$ cat config.mk
export PLATFORM = sky130hd
export DESIGN_NAME = hilo_muldiv_ctrl
export DESIGN_NICKNAME = d
export VERILOG_FILES = /design/src/rtl/hilo_muldiv_ctrl.sv
export SDC_FILE = /design/constraint.sdc
export NUM_CORES = 2
export LEC_CHECK = 0
export ABC_AREA = 1
export BUFFER_PORTS_ARGS = -buffer_cell sky130_fd_sc_hd__buf_2
export CAP_MARGIN = 20
export CORE_MARGIN = 2
export CORE_UTILIZATION = 38
export DETAILED_ROUTE_END_ITERATION = 16
export PLACE_DENSITY = 0.55
export SYNTH_ARGS = -nofsm -noshare
export SYNTH_HDL_FRONTEND = slang
export SYNTH_SLANG_ARGS = --single-unit
$ cat constraint.sdc
create_clock -name clk -period 12.45 [get_ports clk]
set_clock_uncertainty 0.15 [all_clocks]
set_input_delay 0 -clock clk [delete_from_list [all_inputs] [get_ports clk]]
set_output_delay 0 -clock clk [all_outputs]
set_load 0.05 [all_outputs]
$ cat src/rtl/hilo_muldiv_ctrl.sv
// hilo_muldiv_ctrl: EX-stage multiply/divide sequencer that owns HI/LO.
// Multiplies finish in one MUL cycle from latched operands. Divides run
// a 32-step restoring divider on magnitudes, then a FIX cycle restores
// the signs. Divide-by-zero skips straight to FIX. MTHI/MTLO write in
// IDLE without stalling.
module hilo_muldiv_ctrl (
    input  logic        clk,
    input  logic        rst,
    input  logic        op_valid_i,
    input  logic [2:0]  op_i,
    input  logic [31:0] a_i,
    input  logic [31:0] b_i,
    input  logic        flush_i,
    output logic        stall_o,
    output logic        busy_o,
    output logic [31:0] hi_o,
    output logic [31:0] lo_o
);

    typedef enum logic [2:0] {
        ST_IDLE = 3'd0,
        ST_MUL  = 3'd1,
        ST_DIV  = 3'd2,
        ST_FIX  = 3'd3,
        ST_DONE = 3'd4
    } state_t;

    localparam logic [2:0] OP_MULT  = 3'd1;
    localparam logic [2:0] OP_MULTU = 3'd2;
    localparam logic [2:0] OP_DIV   = 3'd3;
    localparam logic [2:0] OP_DIVU  = 3'd4;
    localparam logic [2:0] OP_MTHI  = 3'd5;
    localparam logic [2:0] OP_MTLO  = 3'd6;

    // Two's-complement negate of a 32-bit value.
    function automatic logic [31:0] neg32(input logic [31:0] v);
        return (~v) + 32'd1;
    endfunction

    // Negate v when en is set, otherwise pass it through.
    function automatic logic [31:0] cond_neg32(input logic [31:0] v, input logic en);
        logic [31:0] r;
        if (en) begin
            r = neg32(v);
        end else begin
            r = v;
        end
        return r;
    endfunction

    // Magnitude of v for a signed op. Unsigned ops pass v through unchanged.
    function automatic logic [31:0] mag32(input logic [31:0] v, input logic is_signed);
        return cond_neg32(v, is_signed & v[31]);
    endfunction

    state_t      state_q, state_d;
    logic [31:0] hi_q, hi_d;
    logic [31:0] lo_q, lo_d;
    logic [31:0] opa_q, opa_d;     // multiplicand, or raw dividend for divide-by-zero
    logic [31:0] opb_q, opb_d;     // multiplier, or divisor magnitude
    logic        msign_q, msign_d; // signed multiply
    logic [31:0] rem_q, rem_d;     // partial remainder
    logic [31:0] quot_q, quot_d;   // dividend bits shifting out, quotient bits shifting in
    logic [4:0]  cnt_q, cnt_d;
    logic        qneg_q, qneg_d;   // quotient must be negated
    logic        rneg_q, rneg_d;   // remainder must be negated
    logic        zdiv_q, zdiv_d;   // divisor was zero
    logic        busy_q;

    logic        start_ok_s;
    logic        is_muldiv_s;
    logic [63:0] mul_a_s, mul_b_s, prod_s;
    logic [32:0] shifted_s, trial_s;

    // Decode the incoming op and build the multiply and divide-step datapath.
    always_comb begin
        start_ok_s  = op_valid_i & ~flush_i;
        is_muldiv_s = (op_i == OP_MULT) | (op_i == OP_MULTU) |
                      (op_i == OP_DIV)  | (op_i == OP_DIVU);
        mul_a_s     = {{32{msign_q & opa_q[31]}}, opa_q};
        mul_b_s     = {{32{msign_q & opb_q[31]}}, opb_q};
        prod_s      = mul_a_s * mul_b_s;
        shifted_s   = {rem_q, quot_q[31]};
        trial_s     = shifted_s - {1'b0, opb_q};
    end

    // Compute the next state and the next HI/LO and working registers.
    always_comb begin
        state_d = state_q;
        hi_d    = hi_q;
        lo_d    = lo_q;
        opa_d   = opa_q;
        opb_d   = opb_q;
        msign_d = msign_q;
        rem_d   = rem_q;
        quot_d  = quot_q;
        cnt_d   = cnt_q;
        qneg_d  = qneg_q;
        rneg_d  = rneg_q;
        zdiv_d  = zdiv_q;
        case (state_q)
            ST_IDLE: begin
                if (start_ok_s) begin
                    case (op_i)
                        OP_MULT, OP_MULTU: begin
                            state_d = ST_MUL;
                            opa_d   = a_i;
                            opb_d   = b_i;
                            msign_d = (op_i == OP_MULT);
                        end
                        OP_DIV, OP_DIVU: begin
                            opa_d = a_i;
                            if (b_i == 32'd0) begin
                                state_d = ST_FIX;
                                zdiv_d  = 1'b1;
                            end else begin
                                state_d = ST_DIV;
                                zdiv_d  = 1'b0;
                                quot_d  = mag32(a_i, op_i == OP_DIV);
                                opb_d   = mag32(b_i, op_i == OP_DIV);
                                rem_d   = 32'd0;
                                cnt_d   = 5'd0;
                                qneg_d  = (op_i == OP_DIV) & (a_i[31] ^ b_i[31]);
                                rneg_d  = (op_i == OP_DIV) & a_i[31];
                            end
                        end
                        OP_MTHI: begin
                            hi_d = a_i;
                        end
                        OP_MTLO: begin
                            lo_d = a_i;
                        end
                        default: begin
                            state_d = ST_IDLE;
                        end
                    endcase
                end else begin
                    state_d = ST_IDLE;
                end
            end
            ST_MUL: begin
                if (flush_i) begin
                    state_d = ST_IDLE;
                end else begin
                    hi_d    = prod_s[63:32];
                    lo_d    = prod_s[31:0];
                    state_d = ST_DONE;
                end
            end
            ST_DIV: begin
                if (flush_i) begin
                    state_d = ST_IDLE;
                end else begin
                    // A set sign bit means the trial subtraction went negative.
                    if (trial_s[32]) begin
                        rem_d  = shifted_s[31:0];
                        quot_d = {quot_q[30:0], 1'b0};
                    end else begin
                        rem_d  = trial_s[31:0];
                        quot_d = {quot_q[30:0], 1'b1};
                    end
                    cnt_d = cnt_q + 5'd1;
                    if (cnt_q == 5'd31) begin
                        state_d = ST_FIX;
                    end else begin
                        state_d = ST_DIV;
                    end
                end
            end
            ST_FIX: begin
                if (flush_i) begin
                    state_d = ST_IDLE;
                end else begin
                    if (zdiv_q) begin
                        lo_d = 32'hFFFF_FFFF;
                        hi_d = opa_q;
                    end else begin
                        lo_d = cond_neg32(quot_q, qneg_q);
                        hi_d = cond_neg32(rem_q, rneg_q);
                    end
                    state_d = ST_DONE;
                end
            end
            ST_DONE: begin
                // The producing instruction is still held valid this cycle.
                state_d = ST_IDLE;
            end
            default: begin
                state_d = ST_IDLE;
            end
        endcase
    end

    // State, HI/LO and working registers. Reset clears everything.
    always_ff @(posedge clk or negedge rst) begin
        if (!rst) begin
            state_q <= ST_IDLE;
            hi_q    <= 32'd0;
            lo_q    <= 32'd0;
            opa_q   <= 32'd0;
            opb_q   <= 32'd0;
            msign_q <= 1'b0;
            rem_q   <= 32'd0;
            quot_q  <= 32'd0;
            cnt_q   <= 5'd0;
            qneg_q  <= 1'b0;
            rneg_q  <= 1'b0;
            zdiv_q  <= 1'b0;
            busy_q  <= 1'b0;
        end else begin
            state_q <= state_d;
            hi_q    <= hi_d;
            lo_q    <= lo_d;
            opa_q   <= opa_d;
            opb_q   <= opb_d;
            msign_q <= msign_d;
            rem_q   <= rem_d;
            quot_q  <= quot_d;
            cnt_q   <= cnt_d;
            qneg_q  <= qneg_d;
            rneg_q  <= rneg_d;
            zdiv_q  <= zdiv_d;
            busy_q  <= (state_d != ST_IDLE);
        end
    end

    // Stall covers the issue cycle of a mul/div and every in-flight cycle.
    // It drops for a flush and is forced low while reset is asserted.
    always_comb begin
        stall_o = rst & ~flush_i &
                  (((state_q == ST_IDLE) & op_valid_i & is_muldiv_s) |
                   (state_q == ST_MUL) | (state_q == ST_DIV) | (state_q == ST_FIX));
    end

    assign busy_o = busy_q;
    assign hi_o   = hi_q;
    assign lo_o   = lo_q;

endmodule

* Word-level counts from Yosys, hierarchy flattened
Index checks and enable logic that the tools add are counted.
Widths: inputs -> output; s select.
** Word-level totals
- Register bits :: 205
- Bits of input ports :: 71
- Output and inout port bits :: 66
- Logic and storage cells :: 124
** Operators by class
- $add $sub $neg :: 6
- Multiply operators :: 1
- Eq/ne operators :: 19
- Multiplexer cells :: 43
- Bitwise operators :: 23
- Reduce and logical (&&, ||, !) cells :: 19
** Operators by type and width (number)
- $mux 32 :: 24
- $pmux 32 s2 :: 3
- $pmux 32 s3 :: 2
- $add 32x1->32 const B :: 4
- $not 32->32 :: 4
- $mul 33x33->64 :: 1
- $sub 33x32->33 :: 1
- $logic_not 32->1 :: 1
- $mux 5 :: 4
- $pmux 3 s3 :: 2
- $reduce_and 5->1 :: 3
- $eq 3x2->1 const B :: 4
- $ne 2x2->1 const B :: 6
- $and 1x1->1 :: 10
- $pmux 5 s2 :: 1
- $eq 3x3->1 const B :: 3
- $reduce_and 3->1 :: 3
- $reduce_and 4->1 :: 2
- $reduce_or 2->1 :: 4
- $eq 3x1->1 const B :: 2
- $mux 3 :: 2
- $ne 2x1->1 const B :: 3
- $or 1x1->1 :: 6
- $reduce_bool 3->1 :: 2
- 9 further kinds :: 14

* Longest topological paths before layout
- Depth in word-level cells :: 9
- Depth in mapped cells :: 35
- Mapped depth without buffers :: 33

* Worst setup path after synthesis
No wires, ideal clock.
- Path type :: register to register
- Start :: reg opa_q[31]
- End :: reg hi_q[30] (netlist: hi_o[30])
- Library setup time :: 77 ps
- Data arrival time :: 7365 ps
- Required time :: 12223 ps
- Path slack :: 4857 ps
- Stages on the path, launching flop included :: 30
- Buffers on the path :: 2
- Period minus slack after synthesis :: 7593 ps
- Path through :: dfrtp_1 -> clkbuf_1 -> nand2_1 -> clkbuf_1 -> nor2_1 -> fa_1 -> inv_1 -> fa_1 -> inv_1 -> fa_1 -> inv_1 -> fa_1 -> fa_1 -> inv_1 -> fa_1 -> inv_1 -> fa_1 -> fa_1 -> inv_1 -> ha_1 -> inv_1 -> nor3_1 -> inv_1 -> nor2_1 -> nand2_1 -> nor3_1 -> nand2_1 -> nand3_1 -> nand3_1 -> a21oi_1
** On the way
- Longest elaborated chain between the ends :: 4
** Ends and longest elaborated chain
- start, declared :: RTL line 59 : logic [31:0] opa_q, opa_d;
- start signal, assigned :: RTL line 214 : opa_q <= opa_d;
- $and 1x1->1 :: RTL line 80 : mul_a_s = {{32{msign_q & opa_q[31]}}, opa_q};
- $mul 33x33->64 (*) :: RTL line 82 : prod_s = mul_a_s * mul_b_s;
- $mux 32 (*) :: RTL line 142 : if (flush_i) begin
- $pmux 32 s3 (*) :: RTL line 101 : case (state_q)
- end signal, assigned :: RTL line 212 : hi_q <= hi_d;
- end, declared :: RTL line 57 : logic [31:0] hi_q, hi_d;
Every way passes the cells marked *; elsewhere a longest branch is shown, timed or not. The select of a mux whose other input is x is not followed.
A chain may end at the register's enable or synchronous reset.

* Worst setup path after layout
- Start :: reg msign_q
- End :: reg hi_q[23] (netlist: hi_o[23])
** On the way
- Longest elaborated chain between the ends :: 4
- Elaborated cells between the ends (all ways) :: 5
- Those cells by class :: mul (1); mux (2); bitwise (2)
** Ends and longest elaborated chain
- start, declared :: RTL line 61 : logic msign_q, msign_d;
- start signal, assigned :: RTL line 216 : msign_q <= msign_d;
- $and 1x1->1, on equally long branches :: RTL line 80, 81
- $mul 33x33->64 (*) :: RTL line 82
- $mux 32 (*) :: RTL line 142
- $pmux 32 s3 (*) :: RTL line 101
Marks and branches as above.

==> summary.md <==
Setup repair after global routing left no endpoint under its margin. The endpoint required time on the critical path came out at 12860 ps. Headroom to the max-slew limit came out at 27.9%. The run gives 48 as the number of distinct library cell variants in the gate-level netlist after synthesis.

For the global-route wire length before repair, the log shows 324000 microns. The horizontal extent of the die was 385 microns; the register bit count reported by yosys was 205. The floorplan step set the die height to 385 microns. With fillers left out, the area of the finished cells amounts to 59700 sq um. The quantity of I/O buffers inserted on ports came out at 136. The run finished with clean final reports. The total area inside the core boundary comes to 144000 sq um. Placement-stage cell area: 57600 sq um. Half-perimeter wire length after detailed placement: 174000 microns. In the post-synthesis netlist, the biggest area contributors are fa_1 (41%), nand2_1 (13%), inv_1 (13%). The count of inserted antenna diode cells was 0; the largest net degree at the start of global routing was 113.

The endpoint arrival time on the critical path is 10250 ps. TritonCTS built the clock tree. The tools report the element type at the critical path start as a register.

For the pin with the worst max-slew slack, the measured transition is 1080 ps. A synthesized cell averages 7.40 sq um. 137 I/O pins were placed. In the global route stage, overall resource usage came out at 29.2%.

Wires add up to 212000 microns. The fraction of registers with async set/reset is 100%, and the post-cts resize count is 0. The post-route netlist has 4.30% of its cells at a drive strength greater than 1. After clock tree synthesis, the clock-pin slew on the worst setup and hold paths is 60 ps. The relative area change from synthesis to final layout came out at 8.26%. Area of the die: 148000 sq um. Yosys mapped a number of flops with a built-in enable equal to 0. CTS placed an instance of clkbuf_16 at the clock tree root.

The run gives 3 as the number of buffers between clock root and the deepest sink. For the final hold slack, the log shows 96.9 ps. The path class of the tightest hold or removal check is in -> reg. Synthesis produced a netlist with a net count of 8902. The final-report max-slew violation count came out at 0.

The global-route congestion overflow total is 0. The layout has 15.0k filler cells. For this configuration, the core starts out at a cell density of 38.3%. The number of endpoints with negative hold slack in the final report is 0. The most used flip-flop cell after synthesis is dfrtp_1. Summed over all failing endpoints, the final setup total negative slack is 0 ps. For this run, the detailed router's first-pass iteration total came to 6. The number of buffers created by CTS is 31, and the proportion of netlist area held by the largest area contributor is 40.9%. Setup violations remaining at the end of the flow were counted as 0. The net count of the finished layout is 8911.

Detailed-route via count: 48.4k. The worst reg-to-reg path cell count was 25; the number of core rows was 139. The total number of yosys warnings was 0. For the sequential cell area in the final layout, the log shows 5130 sq um. The depth of the CTS H-tree is 1. For this run, the share of the core covered by cells in the final layout is 41.5%. In this run, the number of DRC markers left after iteration 0 of detailed routing was 3734. The worst hold path passes through 3 cells.

The area of the multi-input gates is 41500 sq um, and the maximum operating frequency is 102 MHz. The run gives 7455 as the number of instances in the synthesized netlist. For the worst-skew pair, the clock arrives at the later sink with an insertion delay of 630 ps.

The critical path in this run is classified as reg -> reg. The shortest period the worst path allows works out to 9840 ps. The kind of end point of the critical path is a register.

The share of the Yosys chip area taken by registers is 9.30%. The post-synthesis instance area is 55200 sq um, and the number of global-route vias before repair is 51.2k. The tool flagged a number of max-cap violations equal to 0. Using the TritonRoute via totals, the vias-per-cell ratio works out to 5.15. In this run the worst path has a maximum fanout of 28. The number of sinks on the clock net came out at 205. Of all cell types, the one taking the most synthesized area is fa_1.

In the routed design, unresolved DRC markers number 0. The logs give 1.01 for the routability congestion estimate from global placement and 0 for the post-route antenna net violation count. The initial antenna violation count is 5. The portion of the clock cycle consumed by the worst path in the final layout was 79.1%.

In the final routed layout, each cell accounts on average for 22.6 microns.
layout by cell type, fill, tap and decap left out, types with 8 or more instances in the layout:
master / netlist / routed
nor3_1: 58 / 58
xor2_1: 51 / 51
buf_2: 26 / 135
dlygate4sd3_1: 0 / 102
o21ai_0: 298 / 298
dfrtp_1: 205 / 204
o31ai_1: 8 / 8
o21ai_1: 16 / 16
xnor2_1: 22 / 22
nand4_1: 56 / 56
or2_2: 11 / 11
inv_2: 9 / 9
nand3_1: 309 / 309
o21bai_1: 20 / 20
a31oi_1: 20 / 20
nand2_1: 1917 / 1915
fa_1: 1126 / 1126
nand3b_1: 8 / 8
ha_1: 250 / 250
a211oi_1: 10 / 10
clkbuf_16: 0 / 31
inv_1: 1897 / 1897
a21oi_1: 250 / 250
buf_4: 7 / 88
nor2_1: 474 / 472
o211ai_1: 19 / 19
o22ai_1: 10 / 10
timing repair:
item,4_1_cts,5_1_grt
hold endpoints to repair,244,1
hold buffers,102,1
buffers inserted,0,0
endpoints found under the setup margin,0,0
final timing paths:
path	startpoint	end	slack, ps
setup / recovery	msign_q	hi_o[23]	2610
hold / removal	flush_i	state_q[2]	100
setup reg to reg	msign_q	hi_o[23]	2610
hold reg to reg	opa_q[18]	opa_q[18]	340
max in group asynchronous	rst	opb_q[17]	11030
min in group asynchronous	rst	hi_o[5]	360
synthesized netlist by cell type (7+ instances only):
cell      count
a211oi_1     10
a21oi_1     250
a31oi_1      20
buf_1         8
buf_2        26
buf_4         7
clkbuf_1    312
dfrtp_1     205
fa_1       1126
ha_1        250
inv_1      1897
inv_2         9
nand2_1    1917
nand3_1     309
nand3b_1      8
nand4_1      56
nor2_1      474
nor3_1       58
o211ai_1     19
o21ai_0     298
o21ai_1      16
o21bai_1     20
o22ai_1      10
o31ai_1       8
or2_2        11
xnor2_1      22
xor2_1       51
state kept, by name (all words and copies together), names as in the netlist:
signal	count
hi_o	32
lo_o	32
opa_q	32
opb_q	32
quot_q	32
rem_q	32
cnt_q	5
state_q	3
busy_o	1
msign_q	1
qneg_q	1
rneg_q	1
zdiv_q	1
metrics by stage:
step | setup WS, ps | std cells
final | 2610 | 9390
after global routing | 2130 | 9390
after CTS | 2570 | 9389
after detailed placement | 2640 | 9231
after global placement | 2560 | 9230
after floorplan | 4860 | 7455
kinds of logic (layout without fill, tap and decap cells):
family                   Yosys count  after routing  share of synthesized area [%]
multiplexers                       1              1                         0.0204
adder cells (fa/ha/maj)         1376           1376                           46.5
AND/OR/NAND/NOR                 2866           2866                           20.9
AO/OA/AOI/OAI                    674            674                           6.59
flip-flops                       205            205                           9.30
XOR/XNOR                          73             73                           1.16
buffers and inverters           2260           2292                           15.5
worst max-delay path: stages, from the launching register on:
cell     delay (ps)
dfrtp_1         900
nand2_1         740
nor2_1          390
fa_1            460
inv_1           240
fa_1            500
inv_1           210
fa_1            490
fa_1           1000
inv_1           470
fa_1            610
inv_1            50
fa_1            530
inv_1            50
fa_1            450
fa_1            500
inv_1            60
ha_1            440
nand2_1         170
nor2_1          170
nand2_1         140
inv_1           210
nand4_1         360
nand4_1         190
nand3_1          90
a21oi_1         150
metal layers:
| layer | GRT usage, % | wire (microns) | share of wire, % | vias to the layer above |
|---|---|---|---|---|
| met5 | 0 | 23 | 0.011 | - |
| met2 | 48.0 | 98500 | 46 | 1751 |
| met3 | 3.06 | 13500 | 6.4 | 311 |
| met4 | 8.80 | 7800 | 3.7 | 4 |
| li1 | - | - | - | 21800 |
| met1 | 40.6 | 91900 | 43 | 24500 |
final cells by class:
class | instances | area share (%)
sequential | 205 | 8.59
multi-input combinational | 4990 | 69.5
tap | 1903 | 3.99
clock inverter | 16 | 0.394
inverter | 1907 | 12.0
clock buffer | 40 | 1.41
timing repair buffer | 329 | 4.10
Power is not shown: default switching activity piles up to over one toggle a cycle in this logic, so the estimate is an artifact.
